[config.mk]
export PLATFORM = sky130hd
export DESIGN_NAME = hmmm_loader
export DESIGN_NICKNAME = d
export VERILOG_FILES = /design/src/rtl/hmmm_pkg.sv /design/src/rtl/hmmm_loader.sv
export SDC_FILE = /design/constraint.sdc
export NUM_CORES = 1
export LEC_CHECK = 0
export CAP_MARGIN = 20
export CORE_MARGIN = 10
export CORE_UTILIZATION = 35
export CTS_BUF_LIST = sky130_fd_sc_hd__clkbuf_8 sky130_fd_sc_hd__clkbuf_16
export CTS_CLUSTER_DIAMETER = 30
export DETAILED_ROUTE_END_ITERATION = 6
export PLACE_DENSITY = 0.65
export SLEW_MARGIN = 30
export SYNTH_ARGS = -nofsm -noshare
export SYNTH_HDL_FRONTEND = slang
export SYNTH_SLANG_ARGS = --single-unit
export TNS_END_PERCENT = 1
[constraint.sdc]
create_clock -name clk -period 3.6 [get_ports clk]
set_input_delay 0.9 -clock clk [delete_from_list [all_inputs] [get_ports clk]]
set_output_delay 0.9 -clock clk [all_outputs]
set_load 0.05 [all_outputs]
[src/rtl/hmmm_pkg.sv]
// Shared definitions for the hmmm program loader: default widths and loader states.
package hmmm_pkg;

  localparam int DEF_WORD_W     = 16;
  localparam int DEF_ADDR_W     = 8;
  localparam int DEF_RST_CYCLES = 2;

  typedef enum logic [3:0] {
    IDLE,
    LEN_HI,
    LEN_LO,
    DAT_HI,
    DAT_LO,
    STB_ADDR,
    STB_DATA,
    RELEASE,
    DONE,
    ERR
  } loader_state_e;

  function automatic logic takes_bytes(loader_state_e s);
    return (s == LEN_HI) || (s == LEN_LO) || (s == DAT_HI) || (s == DAT_LO);
  endfunction

  function automatic logic holds_core(loader_state_e s);
    return (s != IDLE) && (s != DONE);
  endfunction

endpackage

[src/rtl/hmmm_loader.sv]
// Byte-stream program loader: packs big-endian words, strobes them into hmmm core
// memory at auto-incrementing addresses, then releases core reset.
module hmmm_loader
  import hmmm_pkg::*;
#(
  parameter int ADDR_W     = DEF_ADDR_W,
  parameter int WORD_W     = DEF_WORD_W,
  parameter int RST_CYCLES = DEF_RST_CYCLES
) (
  input  logic              clk,
  input  logic              rst,
  input  logic              start,
  input  logic              in_valid,
  input  logic [7:0]        in_data,
  output logic              in_ready,
  output logic              pgrm_addr,
  output logic              pgrm_data,
  output logic [WORD_W-1:0] bus_out,
  output logic              bus_oe,
  output logic              core_rst,
  output logic              busy,
  output logic              done,
  output logic              err
);

  localparam int CNT_W = (RST_CYCLES > 1) ? $clog2(RST_CYCLES) : 1;
  localparam logic [16:0] MAX_N = 17'(1) << ADDR_W;

  loader_state_e     state_q, state_d;
  logic [ADDR_W:0]   addr_q, addr_d;
  logic [15:0]       count_q, count_d;
  logic [7:0]        hi_q, hi_d;
  logic [WORD_W-1:0] word_q, word_d;
  logic [CNT_W-1:0]  rel_q, rel_d;
  logic [15:0]       n_new;
  logic              xfer;

  logic              in_ready_d, pgrm_addr_d, pgrm_data_d, bus_oe_d;
  logic              core_rst_d, busy_d, done_d, err_d;
  logic [WORD_W-1:0] bus_out_d;

  assign xfer  = in_valid & in_ready;
  assign n_new = {hi_q, in_data};

  always_comb begin
    state_d = state_q;
    addr_d  = addr_q;
    count_d = count_q;
    hi_d    = hi_q;
    word_d  = word_q;
    rel_d   = rel_q;
    case (state_q)
      IDLE, DONE, ERR: begin
        if (start) begin
          state_d = LEN_HI;
          addr_d  = '0;
        end
      end
      LEN_HI: begin
        if (xfer) begin
          hi_d    = in_data;
          state_d = LEN_LO;
        end
      end
      LEN_LO: begin
        if (xfer) begin
          count_d = n_new;
          if (n_new == 16'd0)              state_d = RELEASE;
          else if ({1'b0, n_new} > MAX_N)  state_d = ERR;
          else                             state_d = DAT_HI;
        end
      end
      DAT_HI: begin
        if (xfer) begin
          hi_d    = in_data;
          state_d = DAT_LO;
        end
      end
      DAT_LO: begin
        if (xfer) begin
          word_d  = WORD_W'({hi_q, in_data});
          state_d = STB_ADDR;
        end
      end
      STB_ADDR: state_d = STB_DATA;
      STB_DATA: begin
        addr_d = addr_q + 1'b1;
        // addr carries one extra bit so a full 2**ADDR_W image still matches N
        if (16'(addr_q) + 16'd1 == count_q) state_d = RELEASE;
        else                                state_d = DAT_HI;
      end
      RELEASE: begin
        if (rel_q == '0) state_d = DONE;
        else             rel_d   = rel_q - 1'b1;
      end
      default: state_d = IDLE;
    endcase
    if (state_d == RELEASE && state_q != RELEASE) rel_d = CNT_W'(RST_CYCLES - 1);
  end

  always_comb begin
    in_ready_d  = takes_bytes(state_d);
    pgrm_addr_d = (state_d == STB_ADDR);
    pgrm_data_d = (state_d == STB_DATA);
    bus_oe_d    = pgrm_addr_d | pgrm_data_d;
    core_rst_d  = holds_core(state_d);
    busy_d      = holds_core(state_d) && (state_d != ERR);
    done_d      = (state_q == RELEASE) && (state_d == DONE);
    err_d       = (state_d == ERR);
    bus_out_d   = '0;
    if (pgrm_addr_d)      bus_out_d = WORD_W'(addr_d[ADDR_W-1:0]);
    else if (pgrm_data_d) bus_out_d = word_d;
  end

  always_ff @(posedge clk or negedge rst) begin
    if (!rst) begin
      state_q   <= IDLE;
      addr_q    <= '0;
      count_q   <= '0;
      hi_q      <= '0;
      word_q    <= '0;
      rel_q     <= '0;
      in_ready  <= 1'b0;
      pgrm_addr <= 1'b0;
      pgrm_data <= 1'b0;
      bus_out   <= '0;
      bus_oe    <= 1'b0;
      core_rst  <= 1'b0;
      busy      <= 1'b0;
      done      <= 1'b0;
      err       <= 1'b0;
    end else begin
      state_q   <= state_d;
      addr_q    <= addr_d;
      count_q   <= count_d;
      hi_q      <= hi_d;
      word_q    <= word_d;
      rel_q     <= rel_d;
      in_ready  <= in_ready_d;
      pgrm_addr <= pgrm_addr_d;
      pgrm_data <= pgrm_data_d;
      bus_out   <= bus_out_d;
      bus_oe    <= bus_oe_d;
      core_rst  <= core_rst_d;
      busy      <= busy_d;
      done      <= done_d;
      err       <= err_d;
    end
  end

endmodule
; Yosys cells after proc, flatten, opt, wreduce, memory -nomap -nowiden
; Index checks and enable logic that the tools add are counted.
[word_totals]
inputBits = 12
reg_bits = 78
out_inout_bits = 24
elab_cells = 81
[classes]
magnitude_cmp = 1
muxes = 19
n_bitwise = 2
reduce_logical = 17
eq_ne = 23
addsub = 3
[ops]
columns = operator, count
row1 = $mux 16, 4
row2 = $eq 4x3->1 const B, 8
row3 = $mux 4, 8
row4 = $pmux 4 s8, 1
row5 = $pmux 9 s2, 1
row6 = $eq 10x16->1, 1
row7 = $eq 4x2->1 const B, 4
row8 = $eq 4x4->1 const B, 4
row9 = $gt 16x9->1 const B, 1
row10 = $logic_not 16->1, 1
row11 = $add 9x1->10 const B, 1
row12 = $add 9x1->9 const B, 1
row13 = $mux 9, 1
row14 = $eq 4x1->1 const B, 2
row15 = $ne 4x4->1 const B, 2
row16 = $reduce_and 2->1, 3
row17 = $logic_and 1x1->1, 4
row18 = $logic_not 4->1, 1
row19 = $ne 4x3->1 const B, 1
row20 = $reduce_bool 2->1, 2
row21 = $reduce_bool 4->1, 1
row22 = $logic_or 1x1->1, 3
row23 = $mux 1, 3
row24 = $mux 3, 1
row25 = other kinds (6), 6

; Longest topological paths before layout
[logic_depth]
depth_word = 9
mapped_depth = 9
mapped_depth_nobuf = 7

; Least setup slack after synthesis
; OpenSTA, ideal clock, no wires.
[synth_timing]
kind = input-to-reg
start = input port in_data[3]
end = register in_ready
setup_ps = 125
t_required_ps = 3475
stages = 6
arrival_time_ps = 2344
path_slack_ps = 1131
path_buffers = 0
path_cell_list = or4_1 > o21ai_0 > a21oi_1 > o21ai_0 > nor2_1 > mux2_4
[synth_via]
elab_chain_len = 9
word_cells_on_any_way = 13
cone_classes = order compare: 1 / eq/ne: 4 / mux: 4 / reduce/logical: 4
[synth_rtl]
columns = element, line
row1 = from (decl), hmmm_loader.sv:14  ; input logic [7:0] in_data,
row2 = $gt 16x9->1, hmmm_loader.sv:69  ; else if ({1'b0, n_new} > MAX_N) state_d = ERR;
row3 = $mux 4, hmmm_loader.sv:69
row4 = $mux 4 (*), hmmm_loader.sv:68  ; if (n_new == 16'd0) state_d = RELEASE;
row5 = $mux 4 (*), hmmm_loader.sv:66  ; if (xfer) begin
row6 = $pmux 4 s8 (*), hmmm_loader.sv:52  ; case (state_q)
row7 = named net state_d[1], hmmm_loader.sv:29  ; loader_state_e state_q, state_d;
row8 = $eq 4x1->1 / $eq 4x2->1 (equally long branches), hmmm_pkg.sv:22  ; return (s == LEN_HI) || (s == LEN_LO) || (s == DAT_HI) || (s == DAT_LO);
row9 = $logic_or 1x1->1 (2 in a row), hmmm_pkg.sv:22
row10 = $logic_or 1x1->1 (*), hmmm_pkg.sv:22
row11 = named net in_ready_d, hmmm_loader.sv:38  ; logic in_ready_d, pgrm_addr_d, pgrm_data_d, bus_oe_d;
row12 = to (signal assigned), hmmm_loader.sv:139  ; in_ready <= in_ready_d;
row13 = to (decl), hmmm_loader.sv:15  ; output logic in_ready,
; The timed path passes the listed nets; every way through them passes the cells marked *.
; A chain may end at the register's enable or synchronous reset.

; Worst setup path in the final report
; Ends and elaborated chain as after synthesis.

==> flow_summary.json <==
{
  "status": "complete, no violations",
  "path_max_fanout": 4,
  "finalHoldViolCount": 0,
  "cpMostUsedCell": "o21ai_0",
  "ys.flop_type": "dfrtp_1",
  "timing.setup.tns_ps": 0,
  "rows": 36,
  "root_buffer": "clkbuf_8",
  "synthArstFlopShare": 1.00,
  "wl_met3_um": 364,
  "gp_congestion": 0.892,
  "register_area_um2": 1950,
  "cts_tree": "yes",
  "slowest_delay_ps": 590,
  "synth.distinct_cells": 49,
  "cts-htree-levels": 3,
  "critPathKind": "in2reg",
  "cts_resized": 0,
  "clk_latency_ps": 360,
  "cts_num_sinks": 78,
  "arrival_ps": 3090,
  "cts_max_path_buffers": 2,
  "synth-seq-cells": 78,
  "p_int_w": 0.00190,
  "synth.top_cell.area_share": 0.561,
  "cts_buffers": 9,
  "grt_pass1_wl_um": 12900,
  "antenna_found_initial": 0,
  "dieArea_um2": 14300,
  "ir_drop_v": 0.000203,
  "synth_top_cell_by_area": "dfrtp_1",
  "ctsHoldBuffers": 0,
  "antenna_cells": 0,
  "ys_top_cells_by_area": "dfrtp_1 (56%), mux2_2 (7.8%), nand2_1 (6.6%)",
  "grt_pass1_vias": 2460,
  "fin_crit_ps": 2850,
  "synth.cell_area_um2": 3480,
  "max_freq_mhz": 351,
  "drc": 0,
  "fp.dieH_um": 120,
  "track_usage": 0.112,
  "hpwl_um": 5660,
  "setup_viol": 0,
  "pwr-share-clk": 0.214,
  "tightest_slew_ps": 757,
  "first_pass_iters": 4,
  "rsz0062_at_grt": "no",
  "required_ps": 3840,
  "port-buffer-count": 35,
  "p_per_area_nw_per_um2": 718,
  "drt-initial-drc-count": 190,
  "grt_max_degree": 79,
  "top_layer_used": "met4",
  "wl_um": 7890,
  "finalCritPeriodShare": 0.792,
  "num_io_pins": 36,
  "synth_edf_count": 0,
  "wire_per_inst_um": 15.8,
  "cts_post_setup_buffers_inserted": 0,
  "yosys_warnings": 0,
  "critical-path-slowest-cell": "or4_1",
  "vias_per_cell": 5.03,
  "clkTransAtPathRegs_ps": 70,
  "drive_gt1_frac": 0.136,
  "utilization": 0.427,
  "hp-class": "reg2reg",
  "slew_headroom": 0.494,
  "route.met2.wl_um": 3840,
  "met1Wirelength_um": 3530,
  "multi_input_area_um2": 1430,
  "finClkSkew_ps": 7.45,
  "synthesis.nets": 341,
  "crit_path_start_kind": "primary input",
  "ant_nets": 0,
  "drv_slew": 0,
  "num_vias": 2521,
  "static-leakage-power_nw": 1.93,
  "synth_cells": 328,
  "area_growth_pct": 19.6,
  "switching_share": 0.362,
  "p_total_w": 0.00298,
  "coreArea_um2": 9730,
  "power_switching_w": 0.00108,
  "die_w_um": 120,
  "end_kind": "flop",
  "start_util": 0.357,
  "synth_seq_area_share": 0.561,
  "avgSynthCellArea_um2": 10.6,
  "combPwrFrac": 0.329,
  "fillers": 965,
  "seq_power_share": 0.457,
  "max-cap-violations": 0,
  "grt_remaining_overflow": 0,
  "nets": 377,
  "path_cells": "clkdlybuf4s50_1, or4_1, o21ai_0, a21oi_1, o21ai_0, nor2_1, mux2_4"
}
path summary, 6_finish.rpt:
| check | from | depth (start not counted) | endpoint | slack [ps] |
|---|---|---|---|---|
| max | in_data[3] | 7 | in_ready$_DFF_PN0_ | 750 |
| min | word_q[15]$_DFF_PN0_ | 2 | word_q[15]$_DFF_PN0_ | 470 |
| max reg2reg | addr_q[0]$_DFF_PN0_ | 7 | in_ready$_DFF_PN0_ | 1050 |
| min reg2reg | word_q[15]$_DFF_PN0_ | 2 | word_q[15]$_DFF_PN0_ | 470 |
| max in group asynchronous | rst | 1 | core_rst$_DFF_PN0_ | 2580 |
| min in group asynchronous | rst | 1 | bus_out[6]$_DFF_PN0_ | 560 |
stage by stage:
step                      cell area [µm²]  hold slack [ps]  std cells  setup slack [ps]
after CTS                            4150              475        501               731
after global placement               3970              450        486               442
after floorplan                      3480              438        328              1130
after global routing                 4160              487        501               606
final                                4160              472        501               750
after detailed placement             3970              456        486               362
critical path: cells and delay by family:
family          cells  cell delay [ps]
simple gates        2              720
compound gates      3              710
buf+inv             1              460
mux                 1              290
synth_stat cells, drive strengths merged (3+ instances only):
library cell and count:
nand2 63, dfrtp 78, a21o 3, mux2 25
nor2b 4, a22o 9, and3 9, clkbuf 13
nor2 20, nand3 12, nand4 3, buf 3
xor2 4, inv 5, o21ai 17, and2 4
or4 4, nand2b 4, nor3 4, xnor2 5
a21oi 7
final cells by class:
type                       count  area share
clock buffer                  10      0.0331
clock inverter                 5      0.0123
inverter                       6     0.00542
multi-input combinational    228       0.344
sequential                    78       0.469
tap                          133      0.0400
timing repair buffer          41      0.0954
kinds of logic (layout without fill, tap and decap cells):
family,after synthesis,in the layout,share of synthesized area
simple gates,138,138,0.192
flops,78,78,0.561
compound gates,54,54,0.109
mux,26,26,0.0849
buf+inv,22,62,0.0270
xor+xnor,9,9,0.0227
fa+ha+maj,1,1,0.00360
power by group through the flow:
| stage | Clock, W | Combinational, W | Sequential [W] |
|---|---|---|---|
| 3_5_place_dp | 0 | 0.000988 | 0.00138 |
| 5_1_grt | 0.000689 | 0.00109 | 0.00140 |
| 6_report | 0.000638 | 0.000981 | 0.00136 |
| 4_1_cts | 0.000645 | 0.000992 | 0.00137 |
| 2_1_floorplan | 0 | 0.000649 | 0.00140 |
| 3_3_place_gp | 0 | 0.000966 | 0.00138 |
registers in the layout, summed over array words and instances, names as in the netlist, 4 cells and up:
signal   flops
addr_q       9
bus_out     16
count_q     16
hi_q         8
state_q      4
word_q      16
layer usage:
| layer | vias to the layer above | global-route usage |
|---|---|---|
| li1 | 1220 | - |
| met1 | 1245 | 0.143 |
| met2 | 45 | 0.180 |
| met3 | 11 | 0.0272 |
| met4 | 0 | 0.0468 |
| met5 | - | 0 |
cells in the final DEF (no fill, tap or decap), types with 3 or more instances in the layout:
cell type        Yosys  final
dfrtp_1             78     78
nand4_1              3      3
clkbuf_8             0     10
nor2_1              20     20
and3_1               9      9
a21oi_1              7      7
nor2b_1              4      4
o21ai_0             17     17
mux2_2              24     24
clkdlybuf4s50_1      0     34
nor3_1               4      4
nand2b_1             4      4
xnor2_1              5      5
xor2_1               4      4
nand3_1             12     12
a21o_1               3      3
buf_4                1      6
a22o_1               9      9
inv_1                5      6
or4_1                4      4
and2_1               4      4
nand2_1             61     61
Power figures use the tool's default switching activity.
